`config.mk`:
```
export PLATFORM = sky130hd
export DESIGN_NAME = alu_pipe_flat
export DESIGN_NICKNAME = d
export VERILOG_FILES = /design/src/rtl/alu_pkg.sv /design/src/rtl/alu_pipe_if.sv /design/src/rtl/alu_core.sv /design/src/rtl/alu_pipe.sv /design/src/flat_wrapper.sv
export SDC_FILE = /design/constraint.sdc
export NUM_CORES = 1
export LEC_CHECK = 0
export CORE_ASPECT_RATIO = 1.2
export CORE_MARGIN = 8
export CORE_UTILIZATION = 50
export CTS_CLUSTER_SIZE = 14
export DETAILED_ROUTE_END_ITERATION = 12
export DONT_BUFFER_PORTS = 1
export PLACE_DENSITY = 0.62
export SETUP_SLACK_MARGIN = 0.05
export SLEW_MARGIN = 20
export SYNTH_ARGS = -nofsm -noshare
export SYNTH_HDL_FRONTEND = slang
export SYNTH_SLANG_ARGS = --single-unit
```
`constraint.sdc`:
```
create_clock -name clk -period 2.81 [get_ports clk]
set_input_delay 0.562 -clock clk [delete_from_list [all_inputs] [get_ports clk]]
set_output_delay 0.562 -clock clk [all_outputs]
set_load 0.05 [all_outputs]
```
`src/rtl/alu_pkg.sv`:
```
`default_nettype none
// ============================================================================
// Module   : alu_pkg
// Brief    : Opcode encodings and shared types for the pipelined ALU.
// Revision : 1.0
// ============================================================================
package alu_pkg;

  localparam int OP_W = 3;

  localparam logic [OP_W-1:0] OP_ADD = 3'd0;
  localparam logic [OP_W-1:0] OP_SUB = 3'd1;
  localparam logic [OP_W-1:0] OP_INC = 3'd2;
  localparam logic [OP_W-1:0] OP_DEC = 3'd3;
  localparam logic [OP_W-1:0] OP_AND = 3'd4;
  localparam logic [OP_W-1:0] OP_OR  = 3'd5;
  localparam logic [OP_W-1:0] OP_XOR = 3'd6;
  localparam logic [OP_W-1:0] OP_NOT = 3'd7;

  typedef struct packed {
    logic co;
    logic z;
    logic n;
    logic v;
  } alu_flags_t;

endpackage
`default_nettype wire

```
`src/rtl/alu_pipe_if.sv`:
```
`default_nettype none
// ============================================================================
// Module   : alu_pipe_if
// Brief    : Command/result handshake bundle for alu_pipe.
// Revision : 1.0
// ============================================================================
interface alu_pipe_if
  import alu_pkg::*;
#(
  parameter int WIDTH = 4
) ();

  logic             in_valid;
  logic             in_ready;
  logic [OP_W-1:0]  s;
  logic [WIDTH-1:0] a;
  logic [WIDTH-1:0] b;
  logic             cin;
  logic             acc_sel;
  logic             acc_clr;
  logic             out_valid;
  logic             out_ready;
  logic [WIDTH-1:0] y;
  logic             co;
  logic             z;
  logic             n;
  logic             v;
  logic [WIDTH-1:0] acc;

  modport slave (
    input  in_valid, s, a, b, cin, acc_sel, acc_clr, out_ready,
    output in_ready, out_valid, y, co, z, n, v, acc
  );

  modport master (
    output in_valid, s, a, b, cin, acc_sel, acc_clr, out_ready,
    input  in_ready, out_valid, y, co, z, n, v, acc
  );

endinterface
`default_nettype wire

```
`src/rtl/alu_core.sv`:
```
`default_nettype none
// ============================================================================
// Module   : alu_core
// Brief    : Combinational 8-op ALU producing result, carry-out and overflow.
// Revision : 1.0
// ============================================================================
module alu_core
  import alu_pkg::*;
#(
  parameter int WIDTH = 4
) (
  input  logic [OP_W-1:0]  s_i,
  input  logic [WIDTH-1:0] a_i,
  input  logic [WIDTH-1:0] b_i,
  input  logic             cin_i,
  output logic [WIDTH-1:0] y_o,
  output logic             co_o,
  output logic             v_o
);

  localparam int MSB = WIDTH - 1;

  logic [WIDTH-1:0] addend;
  logic             carry;
  logic             arith;
  logic [WIDTH:0]   sum;

  always_comb begin
    addend = b_i;
    carry  = cin_i;
    arith  = 1'b1;
    y_o    = '0;
    co_o   = 1'b0;
    v_o    = 1'b0;

    // Every arithmetic op is a + addend + carry; overflow uses the effective addend
    case (s_i)
      OP_ADD:  begin addend = b_i;  carry = cin_i; end
      OP_SUB:  begin addend = ~b_i; carry = cin_i; end
      OP_INC:  begin addend = '0;   carry = 1'b1;  end
      OP_DEC:  begin addend = '1;   carry = 1'b0;  end
      default: arith = 1'b0;
    endcase

    sum = {1'b0, a_i} + {1'b0, addend} + {{WIDTH{1'b0}}, carry};

    if (arith) begin
      y_o  = sum[MSB:0];
      co_o = sum[WIDTH];
      v_o  = (a_i[MSB] == addend[MSB]) && (sum[MSB] != a_i[MSB]);
    end else begin
      case (s_i)
        OP_AND:  y_o = a_i & b_i;
        OP_OR:   y_o = a_i | b_i;
        OP_XOR:  y_o = a_i ^ b_i;
        default: y_o = ~a_i;
      endcase
    end
  end

endmodule
`default_nettype wire

```
`src/rtl/alu_pipe.sv`:
```
`default_nettype none
// ============================================================================
// Module   : alu_pipe
// Brief    : Two-stage pipelined ALU with valid/ready handshake and accumulator.
// Revision : 1.0
// ============================================================================
module alu_pipe
  import alu_pkg::*;
#(
  parameter int               WIDTH    = 4,
  parameter logic [WIDTH-1:0] ACC_INIT = '0
) (
  input  logic      clk,
  input  logic      rst,
  alu_pipe_if.slave bus
);

  logic             s1_valid_q;
  logic [OP_W-1:0]  s1_op_q;
  logic [WIDTH-1:0] s1_a_q;
  logic [WIDTH-1:0] s1_b_q;
  logic             s1_cin_q;
  logic             s1_acc_sel_q;

  logic             out_valid_q;
  logic [WIDTH-1:0] y_q;
  alu_flags_t       flags_q;
  logic [WIDTH-1:0] acc_q;

  logic             adv2;
  logic             in_ready;
  logic             accept;
  logic             s1_fire;
  logic [WIDTH-1:0] op_b;
  logic [WIDTH-1:0] y_d;
  logic             co_d;
  logic             v_d;
  alu_flags_t       flags_d;

  assign adv2     = !out_valid_q || bus.out_ready;
  assign in_ready = !s1_valid_q || adv2;
  assign accept   = bus.in_valid && in_ready;
  assign s1_fire  = s1_valid_q && adv2;
  assign op_b     = s1_acc_sel_q ? acc_q : s1_b_q;

  alu_core #(.WIDTH(WIDTH)) u_core (
    .s_i   (s1_op_q),
    .a_i   (s1_a_q),
    .b_i   (op_b),
    .cin_i (s1_cin_q),
    .y_o   (y_d),
    .co_o  (co_d),
    .v_o   (v_d)
  );

  assign flags_d = '{co: co_d, z: (y_d == '0), n: y_d[WIDTH-1], v: v_d};

  always_ff @(posedge clk) begin
    if (rst) begin
      s1_valid_q   <= 1'b0;
      s1_op_q      <= OP_ADD;
      s1_a_q       <= '0;
      s1_b_q       <= '0;
      s1_cin_q     <= 1'b0;
      s1_acc_sel_q <= 1'b0;
    end else if (accept) begin
      s1_valid_q   <= 1'b1;
      s1_op_q      <= bus.s;
      s1_a_q       <= bus.a;
      s1_b_q       <= bus.b;
      s1_cin_q     <= bus.cin;
      s1_acc_sel_q <= bus.acc_sel;
    end else if (s1_fire) begin
      s1_valid_q   <= 1'b0;
    end
  end

  always_ff @(posedge clk) begin
    if (rst) begin
      out_valid_q <= 1'b0;
      y_q         <= '0;
      flags_q     <= '0;
    end else if (adv2) begin
      out_valid_q <= s1_valid_q;
      if (s1_valid_q) begin
        y_q     <= y_d;
        flags_q <= flags_d;
      end
    end
  end

  // Writeback lands on the same edge S2 loads, so the next op in S1 sees it
  always_ff @(posedge clk) begin
    if (rst || bus.acc_clr) begin
      acc_q <= ACC_INIT;
    end else if (s1_fire && s1_acc_sel_q) begin
      acc_q <= y_d;
    end
  end

  assign bus.in_ready  = in_ready;
  assign bus.out_valid = out_valid_q;
  assign bus.y         = y_q;
  assign bus.co        = flags_q.co;
  assign bus.z         = flags_q.z;
  assign bus.n         = flags_q.n;
  assign bus.v         = flags_q.v;
  assign bus.acc       = acc_q;

endmodule
`default_nettype wire

```
`src/flat_wrapper.sv`:
```
// flat-port wrapper written by rule: the top's interface ports become plain ports
module alu_pipe_flat import alu_pkg::*;
#(
  parameter int               WIDTH    = 4,
  parameter logic [WIDTH-1:0] ACC_INIT = '0
)
  (clk, rst, bus_in_valid, bus_s, bus_a, bus_b, bus_cin, bus_acc_sel, bus_acc_clr, bus_out_ready, bus_in_ready, bus_out_valid, bus_y, bus_co, bus_z, bus_n, bus_v, bus_acc);
  alu_pipe_if #(.WIDTH(WIDTH)) bus_i ();
  input  logic clk;
  input  logic rst;
  input wire logic [$bits(bus_i.in_valid)-1:0] bus_in_valid;
  input wire logic [$bits(bus_i.s)-1:0] bus_s;
  input wire logic [$bits(bus_i.a)-1:0] bus_a;
  input wire logic [$bits(bus_i.b)-1:0] bus_b;
  input wire logic [$bits(bus_i.cin)-1:0] bus_cin;
  input wire logic [$bits(bus_i.acc_sel)-1:0] bus_acc_sel;
  input wire logic [$bits(bus_i.acc_clr)-1:0] bus_acc_clr;
  input wire logic [$bits(bus_i.out_ready)-1:0] bus_out_ready;
  output wire logic [$bits(bus_i.in_ready)-1:0] bus_in_ready;
  output wire logic [$bits(bus_i.out_valid)-1:0] bus_out_valid;
  output wire logic [$bits(bus_i.y)-1:0] bus_y;
  output wire logic [$bits(bus_i.co)-1:0] bus_co;
  output wire logic [$bits(bus_i.z)-1:0] bus_z;
  output wire logic [$bits(bus_i.n)-1:0] bus_n;
  output wire logic [$bits(bus_i.v)-1:0] bus_v;
  output wire logic [$bits(bus_i.acc)-1:0] bus_acc;
  assign bus_i.in_valid = bus_in_valid;
  assign bus_i.s = bus_s;
  assign bus_i.a = bus_a;
  assign bus_i.b = bus_b;
  assign bus_i.cin = bus_cin;
  assign bus_i.acc_sel = bus_acc_sel;
  assign bus_i.acc_clr = bus_acc_clr;
  assign bus_i.out_ready = bus_out_ready;
  assign bus_in_ready = bus_i.in_ready;
  assign bus_out_valid = bus_i.out_valid;
  assign bus_y = bus_i.y;
  assign bus_co = bus_i.co;
  assign bus_z = bus_i.z;
  assign bus_n = bus_i.n;
  assign bus_v = bus_i.v;
  assign bus_acc = bus_i.acc;
  alu_pipe #(.WIDTH(WIDTH), .ACC_INIT(ACC_INIT)) u_core (.clk(clk), .rst(rst), .bus(bus_i));
endmodule
```
# Yosys cells after proc, flatten, opt, wreduce, memory -nomap -nowiden
# Cells that the tools add are included.
[totals] reg_bits=27 output_inout_bits=14 word_cells=52 inputBits=18
[classes] eq_ne=8 muxes=10 addsub=2 reduce_logical=14 bitwise_logic=5
[op_table] cell="$pmux 4 s3" count=2
[op_table] cell="$eq 3x3->1 const B" count=3
[op_table] cell="$mux 4" count=2
[op_table] cell="$not 4->4" count=2
[op_table] cell="$eq 3x2->1 const B" count=2
[op_table] cell="$add 4x4->5" count=1
[op_table] cell="$add 5x1->5" count=1
[op_table] cell="$mux 1" count=5
[op_table] cell="$and 4x4->4" count=1
[op_table] cell="$logic_and 1x1->1" count=4
[op_table] cell="$logic_not 4->1" count=1
[op_table] cell="$or 4x4->4" count=1
[op_table] cell="$reduce_or 4->1" count=1
[op_table] cell="$xor 4x4->4" count=1
[op_table] cell="$eq 3x1->1 const B" count=1
[op_table] cell="$logic_not 3->1" count=1
[op_table] cell="$logic_or 1x1->1" count=3
[op_table] cell="$logic_not 1->1" count=2
[op_table] cell="$pmux 1 s2" count=1
[op_table] cell="$reduce_and 2->1" count=1
[op_table] cell="$reduce_bool 2->1" count=1
[op_table] cell="$eq 1x1->1" count=1
[op_table] cell="$ne 1x1->1" count=1

# Depth between registers and ports, before layout
# Gate-level depths: netlist of the first run.
[depth] depth_word=8 mapped_depth=13 mapped_depth_nobuf=12

# By module
# A second synthesis of the first run with hierarchy kept.
[unflattened] hier_cells=194 area_unflattened_um2=1715.4
[modules_own_cells] mod="alu_pipe" cells_each=123 area_each_um2=1149.9 instances=1
[modules_own_cells] mod="alu_core" cells_each=71 area_each_um2=565.5 instances=1

# Worst setup path before layout of the first run
# Ideal clock, no wire load.
[synth_timing] kind="reg2reg" startpoint="register u_core.acc_q[0] (netlist: u_core.bus.acc[0])" endpoint="register u_core.flags_q (netlist bit u_core.bus.z)" setup_time_ns=0.061 slack_ns=0.236 path_stages_with_launch=12 t_required_ns=2.749 t_arrival_ns=2.513 path_buffers=0 path_cell_list="dfxtp_1 > mux2i_1 > o21ai_0 > o21a_1 > fa_1 > inv_1 > fa_1 > xor2_1 > o22ai_1 > nor2_1 > nor4bb_1 > a32o_1"
[synth_between] elab_chain_cells=7 elab_cells_between_ends=11 cone_classes="add/sub: 2; mux: 4; bitwise: 4; reduce/logical: 1"
[synth_lines] item="start: declaration" line="alu_pipe.sv:28" source="logic [WIDTH-1:0] acc_q;"
[synth_lines] item="start signal: assignment" line="alu_pipe.sv:97" source="acc_q <= y_d;"
[synth_lines] item="$mux 4 *" line="alu_pipe.sv:44" source="assign op_b = s1_acc_sel_q ? acc_q : s1_b_q;"
[synth_lines] item="$not 4->4" line="alu_core.sv:39" source="OP_SUB: begin addend = ~b_i; carry = cin_i; end"
[synth_lines] item="$pmux 4 s3" line="alu_core.sv:37" source="case (s_i)"
[synth_lines] item="$add 4x4->5" line="alu_core.sv:45" source="sum = {1'b0, a_i} + {1'b0, addend} + {{WIDTH{1'b0}}, carry};"
[synth_lines] item="$add 5x1->5" line="alu_core.sv:45"
[synth_lines] item="$mux 4 *" line="alu_core.sv:47" source="if (arith) begin"
[synth_lines] item="$logic_not 4->1 *" line="alu_pipe.sv:56" source="assign flags_d = '{co: co_d, z: (y_d == '0), n: y_d[WIDTH-1], v: v_d};"
[synth_lines] item="end signal: assignment" line="alu_pipe.sv:87" source="flags_q <= flags_d;"
[synth_lines] item="end: declaration" line="alu_pipe.sv:27" source="alu_flags_t flags_q;"
# Every way passes the cells marked *; elsewhere a longest branch is shown, timed or not.
# A chain may end at the register's enable or synchronous reset.

# Worst setup path after layout of the first run
[layout_timing] startpoint="register u_core.s1_op_q[0]" endpoint="register u_core.flags_q (netlist bit u_core.bus.z)"
[layout_between] elab_chain_cells=6 elab_cells_between_ends=16 cone_classes="add/sub: 2; eq/ne: 6; mux: 5; reduce/logical: 3"
[layout_lines] item="start: declaration" line="alu_pipe.sv:19" source="logic [OP_W-1:0] s1_op_q;"
[layout_lines] item="start signal: assignment" line="alu_pipe.sv:68" source="s1_op_q <= bus.s;"
[layout_lines] item="$eq 3x2->1 / $eq 3x1->1 (equally long branches)" line="alu_core.sv:37"
[layout_lines] item="$pmux 4 s3" line="alu_core.sv:37"
[layout_lines] item="$add 4x4->5" line="alu_core.sv:45"
[layout_lines] item="$add 5x1->5" line="alu_core.sv:45"
[layout_lines] item="$mux 4 *" line="alu_core.sv:47"
[layout_lines] item="$logic_not 4->1 *" line="alu_pipe.sv:56"
# Marks and branches as above.

==> qor.json, run 1 <==
{
  "outcome": {"value": "finished clean"},
  "cts_resized": {"value": 0},
  "postSynthRegisterBits": {"value": 26},
  "timing.critical_path.to": {"value": "u_core.bus.z"},
  "core_area": {"value": 0.00300, "unit": "mm²"},
  "pin_count": {"value": 32},
  "synth.top_cells.by_area": {"value": "dfxtp_1, ha_1, nand2_1"},
  "p_comb_share": {"value": 19.2, "unit": "%"},
  "wl_per_cell": {"value": 15.8, "unit": "µm"},
  "ys_warn_count": {"value": 0},
  "critPathCaptureType": {"value": "flop"},
  "initial_antenna_violation_count": {"value": 0},
  "gr-usage-met2": {"value": 23.3, "unit": "%"},
  "total_global_routing_track_utilization": {"value": 13.6, "unit": "%"},
  "worstPathMaxFanout": {"value": 7},
  "die_height": {"value": 76.9, "unit": "µm"},
  "fin_worst_skew": {"value": 0.0110, "unit": "ns"},
  "drc": {"value": 0},
  "post_synth_num_cell_types": {"value": 36},
  "post-cts-setup-buffer-count": {"value": 0},
  "synth.net_count": {"value": 215},
  "grt_pass1_wl": {"value": 5630, "unit": "µm"},
  "detail_route.vias_per_cell": {"value": 5.60},
  "post_route_cells_drive_above_1_share": {"value": 14.2, "unit": "%"},
  "routabilityCongestion": {"value": 0.942},
  "antenna_violating_nets_post_route": {"value": 0},
  "wirelength": {"value": 3460, "unit": "µm"},
  "rsz0062_at_grt": {"value": "false"},
  "hold_path_class": {"value": "input pin to flop"},
  "dpl_cell_area": {"value": 0.00158, "unit": "mm²"},
  "floorplan.die_area": {"value": 0.00514, "unit": "mm²"},
  "max_slew.worst_pin.slew": {"value": 0.970, "unit": "ns"},
  "r2r_cells": {"value": 9},
  "first_global_vias": {"value": 1230},
  "groute.layer.met1.usage": {"value": 16.1, "unit": "%"},
  "startpoint_of_the_worst_register_to_register_path": {"value": "u_core.s1_op_q[0]"},
  "final_design_area_no_fill": {"value": 0.00163, "unit": "mm²"},
  "grt.busiest_layer": {"value": "met2"},
  "num_antenna_cells": {"value": 0},
  "syn_inst": {"value": 183},
  "clock-root-buffer": {"value": "clkbuf_4"},
  "reg2reg_to": {"value": "u_core.bus.z"},
  "share_seq_of_total_power": {"value": 56.0, "unit": "%"},
  "required": {"value": 3.09, "unit": "ns"},
  "dr.first_iter.drc_count": {"value": 55},
  "slew_violations": {"value": 0},
  "ctsHoldBuffers": {"value": 0},
  "largest_net_degree_at_the_start_of_global_routing": {"value": 28},
  "power.static_leakage": {"value": 0.710, "unit": "nW"},
  "syn-mean-instance-area": {"value": 8.46, "unit": "µm²"},
  "detail_route.first_pass.iterations": {"value": 4},
  "headroom_to_the_max_slew_limit": {"value": 35.2, "unit": "%"},
  "gr-usage-met3": {"value": 3.05, "unit": "%"},
  "library_cell_with_the_largest_summed_area_after_synthesis": {"value": "dfxtp_1"},
  "num_vias": {"value": 1227},
  "maxClockFrequency": {"value": 386, "unit": "MHz"},
  "post_synth_instance_area": {"value": 0.00155, "unit": "mm²"},
  "clock_path_buffers": {"value": 2},
  "gr-total-overflow": {"value": 0},
  "switching_share": {"value": 31.2, "unit": "%"},
  "ir_worst_vdd": {"value": 0.000273, "unit": "V"},
  "yosysSeqAreaShare": {"value": 33.6, "unit": "%"},
  "setup_violations": {"value": 0},
  "finalSetupTns": {"value": 0, "unit": "ns"},
  "setup.worst_path.start_class": {"value": "flop"},
  "clock_power_share": {"value": 24.7, "unit": "%"},
  "synth_largest_type_area_fraction": {"value": 33.6, "unit": "%"},
  "floorplan.initialDensity": {"value": 51.6, "unit": "%"},
  "worst_setup_path_startpoint": {"value": "u_core.s1_op_q[0]"},
  "cts_num_sinks": {"value": 26},
  "clkTransAtPathRegs": {"value": 0.15, "unit": "ns"},
  "flow.area_growth_from_synthesis": {"value": 5.34, "unit": "%"},
  "cell_internal_pwr": {"value": 529, "unit": "µW"},
  "buffers_added_on_ports": {"value": 0},
  "worst-r2r-setup-slack": {"value": 0.22, "unit": "ns"},
  "p_switching": {"value": 240, "unit": "µW"},
  "floorplan.die.width": {"value": 66.8, "unit": "µm"},
  "drv.max_cap_violation_count": {"value": 0},
  "layout.nets": {"value": 216},
  "crit_arrival": {"value": 2.87, "unit": "ns"},
  "post-dp-hpwl": {"value": 2780, "unit": "µm"},
  "fin_crit_sh": {"value": 92.2, "unit": "%"},
  "cts_buffers": {"value": 3},
  "timing.final.hold_violations": {"value": 0},
  "h-tree-depth": {"value": 1},
  "crit_type": {"value": "flop to flop"},
  "num_rows": {"value": 22},
  "layout_min_cycle_time": {"value": 2.59, "unit": "ns"},
  "worst_skew_pair.late_latency": {"value": 0.32, "unit": "ns"},
  "power_density": {"value": 472, "unit": "mW/mm²"},
  "cts_tree": {"value": "built"}
}
[area by class of cell]
| type | instances | area [µm²] |
|---|---|---|
| clock buffers | 4 | 36.3 |
| fillers | 292 | 1370 |
| inverters | 12 | 45.0 |
| multi-input cells | 134 | 926 |
| flip-flops and latches | 26 | 526 |
| well taps | 36 | 45.0 |
| repair buffers | 7 | 52.6 |
[routing by layer]
| metal | part of all wire [%] | vias up |
|---|---|---|
| li1 | - | 616 |
| met1 | 44 | 575 |
| met2 | 49 | 32 |
| met3 | 5.8 | 4 |
| met4 | 1.3 | 0 |
| met5 | 0 | - |
[synthesized netlist by cell type, drive strengths merged]
| master | number |
|---|---|
| a21oi | 22 |
| buf | 6 |
| nand2b | 2 |
| and2 | 2 |
| o21a | 1 |
| o22ai | 3 |
| a22oi | 1 |
| nor4bb | 1 |
| xor2 | 2 |
| a21o | 1 |
| o21ai | 7 |
| nand3b | 1 |
| mux2 | 3 |
| inv | 12 |
| nand2 | 35 |
| nor3 | 4 |
| dfxtp | 26 |
| nor2b | 3 |
| ha | 12 |
| a211oi | 2 |
| a32o | 1 |
| a2111oi | 2 |
| fa | 2 |
| nor2 | 15 |
| mux4 | 1 |
| xnor2 | 1 |
| mux2i | 10 |
| clkbuf | 5 |
[cell families (layout without fill, tap and decap cells)]
family,count (synthesis),after routing,synth area share (%)
buffers and inverters,23,23,7.36
and+or+nand+nor,63,63,18.5
xor gates and xnor gates,3,3,1.70
adders and majority gates,14,14,12.3
DFF,26,26,33.6
muxes,14,14,10.3
AOI/OAI and AO/OA,40,40,16.2
[cells in the final DEF, fill, tap and decap left out, types with 2 or more instances in the layout]
master    Yosys  final
dfxtp_1      26     24
mux2_2        2      2
a21oi_2       2      2
clkbuf_4      0      3
a21oi_1      20     20
mux2i_2       0      2
nor2_2        0      2
a211oi_1      2      2
nor3_1        4      4
buf_4         3      7
ha_1         12     12
fa_1          2      2
and2_1        2      2
o21ai_0       7      7
nor2_1       15     13
nor2b_4       2      2
o22ai_1       2      2
xor2_1        2      2
mux2i_1      10      8
inv_1        12     12
nand2_1      35     35
[state kept, by name, summed over array words and instances (netlist names)]
register / flops
u_core.bus.acc: 4
u_core.bus.co: 1
u_core.bus.out_valid: 1
u_core.bus.v: 1
u_core.bus.y: 4
u_core.bus.z: 1
u_core.s1_a_q: 4
u_core.s1_acc_sel_q: 1
u_core.s1_b_q: 4
u_core.s1_cin_q: 1
u_core.s1_op_q: 3
u_core.s1_valid_q: 1
[through the flow]
stage               power (mW)  setup WS (ns)  std cells  utilization, %  hold WS, ns
floorplan                0.559          0.236        183               -        0.436
global placement         0.578         0.0971        215            52.5        0.439
detailed placement       0.585         0.0961        215            52.5        0.445
CTS                      0.772         0.0821        219            53.8        0.274
global route             0.812         0.0473        219            54.3        0.257
finish                   0.769          0.219        219            54.3        0.279
[power groups by stage]
stage	combinational [mW]	clock [mW]	sequential, mW
floorplan	0.128	0	0.431
global placement	0.139	0	0.438
detailed placement	0.145	0	0.439
CTS	0.146	0.195	0.431
global route	0.166	0.212	0.434
finish	0.148	0.190	0.431
[critical path, stage by stage, from the launching register on]
cell and delay [ns]:
dfxtp_1 0.45, nor2b_1 0.26, o21ai_0 0.15, o21a_1 0.15, fa_1 0.40, inv_1 0.08
fa_1 0.42, a21oi_2 0.22, nor4bb_1 0.26, a32o_1 0.16
[worst min-delay path by stage]
stage / from / end / slack [ns] / depth (start not counted)
2_1_floorplan: u_core.s1_b_q[0] / u_core.s1_b_q[0] / 0.44 / 2
3_3_place_gp: u_core.s1_b_q[3] / u_core.s1_b_q[3] / 0.44 / 2
6_report: bus_acc_clr / u_core.bus.acc[1] / 0.28 / 1
4_1_cts: bus_acc_clr / u_core.bus.acc[1] / 0.27 / 1
5_1_grt: bus_acc_clr / u_core.bus.acc[1] / 0.26 / 1
3_5_place_dp: u_core.s1_b_q[3] / u_core.s1_b_q[3] / 0.44 / 2
No activity file was read; power rests on OpenSTA's default activity.
==> run 2: changes to the inputs <==
--- a/config.mk
+++ b/config.mk
@@ -5,12 +5,14 @@
 export SDC_FILE = /design/constraint.sdc
 export NUM_CORES = 1
 export LEC_CHECK = 0
+export CAP_MARGIN = 20
 export CORE_ASPECT_RATIO = 1.2
 export CORE_MARGIN = 8
 export CORE_UTILIZATION = 50
 export CTS_CLUSTER_SIZE = 14
 export DETAILED_ROUTE_END_ITERATION = 12
 export DONT_BUFFER_PORTS = 1
+export GPL_ROUTABILITY_DRIVEN = 0
 export PLACE_DENSITY = 0.62
 export SETUP_SLACK_MARGIN = 0.05
 export SLEW_MARGIN = 20
==> qor.json, run 2 (synthesized netlist as in run 1, its figures left out) <==
{
  "critPathCaptureType": {"value": "flop", "change": "unchanged"},
  "layout.nets": {"value": 216, "change": "unchanged"},
  "wl_per_cell": {"value": 15.1, "unit": "µm", "change": "was 15.8 µm"},
  "filler_cell_count": {"value": 305, "change": "was 292"},
  "dr.first_iter.drc_count": {"value": 39, "change": "was 55"},
  "num_rows": {"value": 22, "change": "unchanged"},
  "finalSetupTns": {"value": 0, "unit": "ns", "change": "unchanged"},
  "floorplan.die_area": {"value": 0.00514, "unit": "mm²", "change": "unchanged"},
  "post_route_cells_drive_above_1_share": {"value": 12.0, "unit": "%", "change": "was 14.2%"},
  "clock_path_buffers": {"value": 2, "change": "unchanged"},
  "crit_chain": {"value": "inv_1 > nand2_1 > nor2_1 > a21oi_1 > fa_1 > inv_1 > fa_1 > xor2_1 > o22ai_1 > nor2_1 > nor4bb_1 > a32o_1", "change": "was nor2b_1 > o21ai_0 > o21a_1 > fa_1 > inv_1 > fa_1 > a21oi_2 > nor4bb_1 > a32o_1"},
  "detail_route.vias_per_cell": {"value": 5.50, "change": "was 5.60"},
  "slew_violations": {"value": 0, "change": "unchanged"},
  "outcome": {"value": "finished clean", "change": "unchanged"},
  "rsz0062_at_grt": {"value": "false", "change": "unchanged"},
  "initial_antenna_violation_count": {"value": 0, "change": "unchanged"},
  "fin_worst_skew": {"value": 0.00309, "unit": "ns", "change": "was 0.0110 ns"},
  "placed_cell_count": {"value": 215, "change": "unchanged"},
  "timing.final.hold_violations": {"value": 0, "change": "unchanged"},
  "required": {"value": 3.05, "unit": "ns", "change": "was 3.09 ns"},
  "maxClockFrequency": {"value": 386, "unit": "MHz", "change": "about the same"},
  "crit_arrival": {"value": 2.83, "unit": "ns", "change": "was 2.87 ns"},
  "total_global_routing_track_utilization": {"value": 13.2, "unit": "%", "change": "was 13.6%"},
  "pin_count": {"value": 32, "change": "unchanged"},
  "detail_route.first_pass.iterations": {"value": 4, "change": "unchanged"},
  "worst-r2r-setup-slack": {"value": 0.22, "unit": "ns", "change": "about the same"},
  "worst_skew_pair.late_latency": {"value": 0.33, "unit": "ns", "change": "was 0.32 ns"},
  "cts_tree": {"value": "built", "change": "unchanged"},
  "floorplan.die.width": {"value": 66.8, "unit": "µm", "change": "unchanged"},
  "startpoint_of_the_worst_register_to_register_path": {"value": "u_core.s1_op_q[2]", "change": "was u_core.s1_op_q[0]"},
  "commonest_non_fill_non_tap_cells_in_the_layout": {"value": "nand2_1, dfxtp_1, a21oi_1, nor2_1", "change": "unchanged"},
  "cpMaxStageDelayCell": {"value": "dfxtp_2", "change": "was dfxtp_1"},
  "clkTransAtPathRegs": {"value": 0.14, "unit": "ns", "change": "was 0.15 ns"},
  "setup.worst_path.start_class": {"value": "flop", "change": "unchanged"},
  "drc": {"value": 0, "change": "unchanged"},
  "cts_buffers": {"value": 3, "change": "unchanged"},
  "instances_no_fill": {"value": 219, "change": "unchanged"},
  "worst_setup_path_startpoint": {"value": "u_core.s1_op_q[2]", "change": "was u_core.s1_op_q[0]"},
  "slowest_delay": {"value": 0.46, "unit": "ns", "change": "was 0.45 ns"},
  "headroom_to_the_max_slew_limit": {"value": 35.3, "unit": "%", "change": "was 35.2%"},
  "multi_input_gate_area_in_the_final_layout": {"value": 916, "unit": "µm²", "change": "was 926 µm²"},
  "worst-path-buf-inv": {"value": 2, "change": "was 1"},
  "power.static_leakage": {"value": 0.709, "unit": "nW", "change": "was 0.710 nW"},
  "layout.cells.most_common": {"value": "nand2_1", "change": "unchanged"},
  "antenna_violating_nets_post_route": {"value": 0, "change": "unchanged"},
  "num_vias": {"value": 1205, "change": "was 1227"},
  "clock-root-buffer": {"value": "clkbuf_4", "change": "unchanged"},
  "flow.area_growth_from_synthesis": {"value": 4.45, "unit": "%", "change": "was 5.34%"},
  "gr-total-overflow": {"value": 0, "change": "unchanged"},
  "sequential_cell_area": {"value": 522, "unit": "µm²", "change": "was 526 µm²"},
  "timing.critical_path.to": {"value": "u_core.bus.z", "change": "unchanged"},
  "drv.max_cap_violation_count": {"value": 0, "change": "unchanged"},
  "post-cts-setup-buffer-count": {"value": 0, "change": "unchanged"},
  "core_area": {"value": 0.00300, "unit": "mm²", "change": "unchanged"},
  "num_antenna_cells": {"value": 0, "change": "unchanged"},
  "cts_resized": {"value": 0, "change": "unchanged"},
  "r2r_cells": {"value": 12, "change": "was 9"},
  "cts_num_sinks": {"value": 26, "change": "unchanged"},
  "floorplan.initialDensity": {"value": 51.6, "unit": "%", "change": "unchanged"},
  "h-tree-depth": {"value": 1, "change": "unchanged"},
  "crit_type": {"value": "flop to flop", "change": "unchanged"},
  "worstSetupPathDepth": {"value": 12, "change": "was 9"},
  "reg2reg_to": {"value": "u_core.bus.z", "change": "unchanged"},
  "timing.critical_path.max_delay_family": {"value": "adder cells", "change": "unchanged"},
  "ir_worst_vdd": {"value": 0.000272, "unit": "V", "change": "was 0.000273 V"},
  "max_slew.worst_pin.slew": {"value": 0.970, "unit": "ns", "change": "about the same"},
  "die_height": {"value": 76.9, "unit": "µm", "change": "unchanged"},
  "largest_net_degree_at_the_start_of_global_routing": {"value": 28, "change": "unchanged"},
  "first_global_vias": {"value": 1188, "change": "was 1230"},
  "fin_crit_sh": {"value": 92.2, "unit": "%", "change": "about the same"},
  "ctsHoldBuffers": {"value": 0, "change": "unchanged"},
  "post-dp-hpwl": {"value": 2680, "unit": "µm", "change": "was 2780 µm"},
  "buffers_added_on_ports": {"value": 0, "change": "unchanged"},
  "hold_path_class": {"value": "input pin to flop", "change": "unchanged"},
  "layout_min_cycle_time": {"value": 2.59, "unit": "ns", "change": "about the same"},
  "grt_pass1_wl": {"value": 5350, "unit": "µm", "change": "was 5630 µm"},
  "worstPathMaxFanout": {"value": 9, "change": "was 7"},
  "power_density": {"value": 475, "unit": "mW/mm²", "change": "was 472 mW/mm²"},
  "wirelength": {"value": 3300, "unit": "µm", "change": "was 3460 µm"},
  "setup_violations": {"value": 0, "change": "unchanged"}
}
[run 2: cell types whose count changed in the layout (fill, tap and decap cells not counted), moves of 2 or more]
cell     delta
mux2i_1     +2
mux2i_2     -2
nor2_1      +2
nor2_2      -2
[run 2: routing by layer]
layer / share of wire (%) / track usage, % / wire length (µm)
met3: 4.6 / 3.20 / 153
met1: 44 / 15.9 / 1440
met4: 1.3 / 4.07 / 42
met2: 50 / 22.0 / 1660
met5: 0 / 0 / 0
[run 2: worst register-to-register path, delay by kind of cell, from the launching register on]
| family | cells | cell delay (ns) |
|---|---|---|
| adders and majority gates | 2 | 0.61 |
| AOI/OAI and AO/OA | 3 | 0.51 |
| and+or+nand+nor | 4 | 0.50 |
| DFF | 1 | 0.46 |
| buffers and inverters | 2 | 0.20 |
| xor gates and xnor gates | 1 | 0.19 |
[run 2: how the worst min path moves through the flow]
stage                                 from                 to  slack [ns]  cells after the start
after detailed placement  u_core.s1_b_q[3]   u_core.s1_b_q[3]        0.45                      2
after global routing                   rst  u_core.s1_op_q[2]        0.26                      1
after floorplan           u_core.s1_b_q[0]   u_core.s1_b_q[0]        0.44                      2
after CTS                              rst   u_core.s1_a_q[1]        0.27                      1
after global placement    u_core.s1_b_q[3]   u_core.s1_b_q[3]        0.44                      2
final                          bus_acc_clr  u_core.bus.acc[1]        0.28                      1
[run 2: report_power, final]
part           internal, mW  leakage [nW]  switching (mW)
Sequential            0.387         0.213          0.0432
Clock                0.0794        0.0210           0.115
Combinational        0.0614         0.474          0.0818
[run 2: layout make-up]
cell class / count / share of cell area (%)
multi-input combinational: 134 / 56.7
sequential: 26 / 32.3
timing repair buffer: 7 / 3.25
inverter: 12 / 2.79
tap: 36 / 2.79
clock buffer: 4 / 2.24
[run 2: stage by stage]
step | hold slack (ns) | setup slack [ns] | util, % | total power [mW] | instance area, µm²
finish | 0.277 | 0.218 | 53.9 | 0.768 | 1620
global route | 0.259 | 0.0588 | 53.9 | 0.807 | 1620
floorplan | 0.436 | 0.236 | - | 0.559 | 1550
CTS | 0.270 | 0.105 | 53.8 | 0.773 | 1610
global placement | 0.439 | 0.152 | 52.5 | 0.577 | 1580
detailed placement | 0.449 | 0.139 | 52.5 | 0.582 | 1580
